$ cat src/rtl/spi_slave_out.sv
// SPI mode-0 transmit-only slave: synchronizes sck/cs into the clk domain and
// shifts a BITS-wide word out on miso, MSB first, with done/abort end pulses.
module spi_slave_out #(
    parameter int BITS = 4
) (
    input  logic            clk,
    input  logic            reset,
    input  logic [BITS-1:0] in_buf,
    input  logic            sck,
    input  logic            cs,
    output logic            miso,
    output logic            miso_oe,
    output logic            busy,
    output logic            done,
    output logic            abort
);

    localparam int CW = $clog2(BITS + 1);
    localparam logic [CW-1:0] RCNT_FULL = CW'(BITS);

    typedef enum logic {IDLE, SHIFT} state_t;

    state_t state_reg, state_next;

    logic sck_meta_reg, sck_sync_reg, sck_last_reg;
    logic cs_meta_reg, cs_sync_reg, cs_last_reg;

    logic [1:0] prime_reg;
    logic       armed_reg;

    logic [BITS-1:0] shreg_reg, shreg_next;
    logic [CW-1:0]   rcnt_reg, rcnt_next;
    logic            miso_reg, miso_next;
    logic            oe_reg, oe_next;
    logic            busy_reg, busy_next;
    logic            done_reg, done_next;
    logic            abort_reg, abort_next;

    logic sck_rise, sck_fall, cs_rise, cs_fall, start;

    // Two-flop synchronizers plus a last-value stage for edge detection.
    always_ff @(posedge clk) begin
        if (!reset) begin
            sck_meta_reg <= 1'b0;
            sck_sync_reg <= 1'b0;
            sck_last_reg <= 1'b0;
            cs_meta_reg  <= 1'b1;
            cs_sync_reg  <= 1'b1;
            cs_last_reg  <= 1'b1;
        end else begin
            sck_meta_reg <= sck;
            sck_sync_reg <= sck_meta_reg;
            sck_last_reg <= sck_sync_reg;
            cs_meta_reg  <= cs;
            cs_sync_reg  <= cs_meta_reg;
            cs_last_reg  <= cs_sync_reg;
        end
    end

    assign sck_rise = sck_sync_reg & ~sck_last_reg;
    assign sck_fall = ~sck_sync_reg & sck_last_reg;
    assign cs_rise  = cs_sync_reg & ~cs_last_reg;
    assign cs_fall  = ~cs_sync_reg & cs_last_reg;

    // The cs chain resets high, so a pin already low at reset release would look
    // like a falling edge. Only arm once the synchronized cs has really been seen high.
    always_ff @(posedge clk) begin
        if (!reset) begin
            prime_reg <= 2'd0;
            armed_reg <= 1'b0;
        end else begin
            if (prime_reg != 2'd2)
                prime_reg <= prime_reg + 2'd1;
            if (prime_reg == 2'd2 && cs_sync_reg)
                armed_reg <= 1'b1;
        end
    end

    assign start = cs_fall & armed_reg;

    always_ff @(posedge clk) begin
        if (!reset)
            state_reg <= IDLE;
        else
            state_reg <= state_next;
    end

    always_comb begin
        state_next = state_reg;
        case (state_reg)
            IDLE:    if (start)   state_next = SHIFT;
            SHIFT:   if (cs_rise) state_next = IDLE;
            default: state_next = IDLE;
        endcase
    end

    always_comb begin
        shreg_next = shreg_reg;
        rcnt_next  = rcnt_reg;
        miso_next  = miso_reg;
        oe_next    = oe_reg;
        busy_next  = busy_reg;
        done_next  = 1'b0;
        abort_next = 1'b0;
        case (state_reg)
            IDLE: begin
                miso_next = 1'b0;
                oe_next   = 1'b0;
                busy_next = 1'b0;
                if (start) begin
                    shreg_next = in_buf;
                    miso_next  = in_buf[BITS-1];
                    rcnt_next  = '0;
                    oe_next    = 1'b1;
                    busy_next  = 1'b1;
                end
            end
            SHIFT: begin
                // cs rising takes priority; any simultaneous sck edge is dropped.
                if (cs_rise) begin
                    done_next  = (rcnt_reg == RCNT_FULL);
                    abort_next = (rcnt_reg != RCNT_FULL);
                    miso_next  = 1'b0;
                    oe_next    = 1'b0;
                    busy_next  = 1'b0;
                end else begin
                    if (sck_rise && rcnt_reg != RCNT_FULL)
                        rcnt_next = rcnt_reg + 1'b1;
                    if (sck_fall) begin
                        if (rcnt_reg < RCNT_FULL) begin
                            shreg_next = {shreg_reg[BITS-2:0], 1'b0};
                            miso_next  = shreg_reg[BITS-2];
                        end else begin
                            miso_next = 1'b0;
                        end
                    end
                end
            end
            default: begin
                miso_next = 1'b0;
                oe_next   = 1'b0;
                busy_next = 1'b0;
            end
        endcase
    end

    always_ff @(posedge clk) begin
        if (!reset) begin
            shreg_reg <= '0;
            rcnt_reg  <= '0;
            miso_reg  <= 1'b0;
            oe_reg    <= 1'b0;
            busy_reg  <= 1'b0;
            done_reg  <= 1'b0;
            abort_reg <= 1'b0;
        end else begin
            shreg_reg <= shreg_next;
            rcnt_reg  <= rcnt_next;
            miso_reg  <= miso_next;
            oe_reg    <= oe_next;
            busy_reg  <= busy_next;
            done_reg  <= done_next;
            abort_reg <= abort_next;
        end
    end

    assign miso    = miso_reg;
    assign miso_oe = oe_reg;
    assign busy    = busy_reg;
    assign done    = done_reg;
    assign abort   = abort_reg;

endmodule
$ cat config.mk
export PLATFORM = sky130hd
export DESIGN_NAME = spi_slave_out
export DESIGN_NICKNAME = d
export VERILOG_FILES = /design/src/rtl/spi_slave_out.sv
export SDC_FILE = /design/constraint.sdc
export NUM_CORES = 1
export LEC_CHECK = 0
export ABC_AREA = 1
export CORE_MARGIN = 3
export CORE_UTILIZATION = 51
export CTS_CLUSTER_DIAMETER = 80
export DETAILED_ROUTE_END_ITERATION = 10
export PLACE_DENSITY = 0.74
export SYNTH_ARGS = -nofsm -noshare
export SYNTH_HDL_FRONTEND = slang
export SYNTH_SLANG_ARGS = --single-unit
$ cat constraint.sdc
create_clock -name clk -period 1.3 [get_ports clk]
set_input_delay 0.325 -clock clk [delete_from_list [all_inputs] [get_ports clk]]
set_output_delay 0.325 -clock clk [all_outputs]
set_load 0.02 [all_outputs]
==> metrics <==
status completed; Initial Util 56.67%; wire length per cell 10.36 um; FMAX 794.6 MHz; CTS tree yes; Distinct cells, synth 19; All-Layer GR Usage 16.29%; Cell Area, Synth 893.4 sq um; fraction of final layout cells sized beyond drive strength 1 19.29%; DRC Markers 0; Primary FF master, synth dfxtp_1; Yosys reg bits 20; Gate Count Post-Synth 122; Max-Cap Viols 0; nature of the critical path endpoint register; Skew-Pair Late Insertion Delay 0.29 ns; Root Driver clkbuf_4; ys async rst share 0%; Initial DRC Count 11; max-slew violations 0; fin crit period 1.259 ns; Ports 13; Die H 47.86 um; skew final 0.0007590 ns; Layout Nets 153; Chip Width 47.86 um; Routed Antenna Nets 0; CTS Buf Count 3; most common cell in the netlist nand2_1; hold slack 0.4228 ns; clock-pin slew on the worst setup and hold paths 0.11 ns; most frequent cells after synthesis nand2_1, dfxtp_1, inv_1; PD cells 1098 nW/um^2; Slew headroom 86.01%; Yosys top cell by area dfxtp_1; Worst EP arrival 1.45 ns; placement row count 14; GRT Residual Overflow 0; Slew @ Worst Pin 0.2107 ns; post-placement cell count 153; initial antenna violation count 0; CTS Sinks 20; maximum number of pins on one net before global-route repair 11; register area share after synthesis 44.82%; vias per inst 4.897; clock tree buffer depth 2; HP Class register to register; Ys Warns 0; Syn Area/Cell 7.323 sq um; area grow syn2layout 18.63%; final setup fails 0; first-pass GRT wire length 2546 um; critical path class register to register; post-place instance area 1049 sq um; synth top area cells dfxtp_1, nand2_1, inv_1; Worst VDD drop 1.050 mV; worst-path maximum fanout 5; Finished Cell Area 1060 sq um; Tcrit/Tclk final 96.81%; P_leak 0.5240 nW; number of global-route vias before repair 667; setup repair after global routing missed its margin false; Worst EP required 1.49 ns; CP Launch Type register; core area 1577 sq um; Cell Count, Final, Fillers Out 156; DRT Pass-1 Iters 4; number of diodes 0; hpwl dp 1277 um; H-tree Lvls 1; GPL Wtd Cong 0.7799; Net Count, Synth 133; via count 764; IO buf count 12; Fin. Hold Viols 0; number of synthesized flops with an enable pin 0; proportion of netlist area held by the largest area contributor 44.82%; die footprint 2290 sq um; total wire length 1616 um
-- through the flow --
| step | utilization [%] | setup TNS [ns] | total power, mW | setup WS, ns |
|---|---|---|---|---|
| final | 67.22 | 0 | 1.164 | 0.04144 |
| after global routing | 67.22 | 0 | 1.239 | 0.006692 |
| after CTS | 67.94 | 0 | 1.176 | 0.008773 |
| after detailed placement | 66.51 | -0.3134 | 0.8963 | -0.07549 |
| after global placement | 66.51 | -0.2406 | 0.8871 | -0.06456 |
| after floorplan | - | 0 | 0.8371 | 0.2048 |
-- layer usage --
metal	part of all wire [%]	GRT usage, %	up-vias	routed length [um]
met5	0	0	-	0
met4	1.3	8.065	0	21
met3	2.7	3.383	2	43
met2	51	30.08	8	822
met1	45	17.16	341	729
li1	-	-	413	-
-- placed cells by master (no fill, tap or decap) --
cell type,count
o21a_1,1
nor3_1,1
clkdlybuf4s15_1,2
clkbuf_2,1
nand4_1,1
clkdlybuf4s50_1,7
inv_2,1
buf_2,2
inv_1,19
nor2_2,1
o211ai_1,1
nand3_1,10
a21oi_1,10
nand2_1,24
o21ai_0,1
nor2_1,15
ha_1,3
buf_4,6
clkinv_1,1
dfxtp_2,3
nand2_2,7
clkbuf_4,3
or2_2,3
dfxtp_1,17
-- power by group --
group          switching [mW]  internal [mW]  leakage (nW)
Combinational           0.103         0.0900         0.346
Clock                   0.178          0.108        0.0138
Sequential             0.0243          0.661         0.165
Total                   0.306          0.858         0.524
-- cell type report --
| class | instances | area (sq um) |
|---|---|---|
| Clock buffer | 3 | 22.52 |
| Inverter | 21 | 78.83 |
| Timing Repair Buffer | 18 | 150.1 |
| Fill cell | 140 | 516.7 |
| Sequential cell | 20 | 404.1 |
| Multi-Input combinational cell | 78 | 384.1 |
| Tap cell | 16 | 20.02 |
-- cells by family after synthesis --
group | Yosys count | share of synthesized area, %
DFF | 20 | 44.82
AOI/OAI and AO/OA | 13 | 7.843
buffers and inverters | 24 | 12.18
and+or+nand+nor | 62 | 30.95
adders and majority gates | 3 | 4.202
-- worst paths after layout --
kind / cells past startpoint / endpoint / slack (ns) / startpoint
min reg2reg: 1 / cs_sync_reg$_SDFF_PN1_ / 0.42 / cs_meta_reg$_SDFF_PN1_
max reg2reg: 8 / rcnt_reg[0]$_SDFFE_PN0P_ / 0.04 / rcnt_reg[0]$_SDFFE_PN0P_
max: 8 / rcnt_reg[0]$_SDFFE_PN0P_ / 0.04 / rcnt_reg[0]$_SDFFE_PN0P_
min: 1 / cs_sync_reg$_SDFF_PN1_ / 0.42 / cs_meta_reg$_SDFF_PN1_
-- worst max-delay path, stage by stage (launching register included) --
cell and delay (ns):
dfxtp_2 0.37, inv_1 0.05, ha_1 0.22, nand2_1 0.12
nand3_1 0.10, nand2_2 0.12, nand2_2 0.07, nand2_1 0.06
a21oi_1 0.05
-- what timing repair did --
action                     CTS  global route
gates resized for setup     10             8
setup endpoints to repair    7             7
buffers inserted             0             0
hold buffers                 0             0
Note: power is estimated with default switching activity, not from simulation.
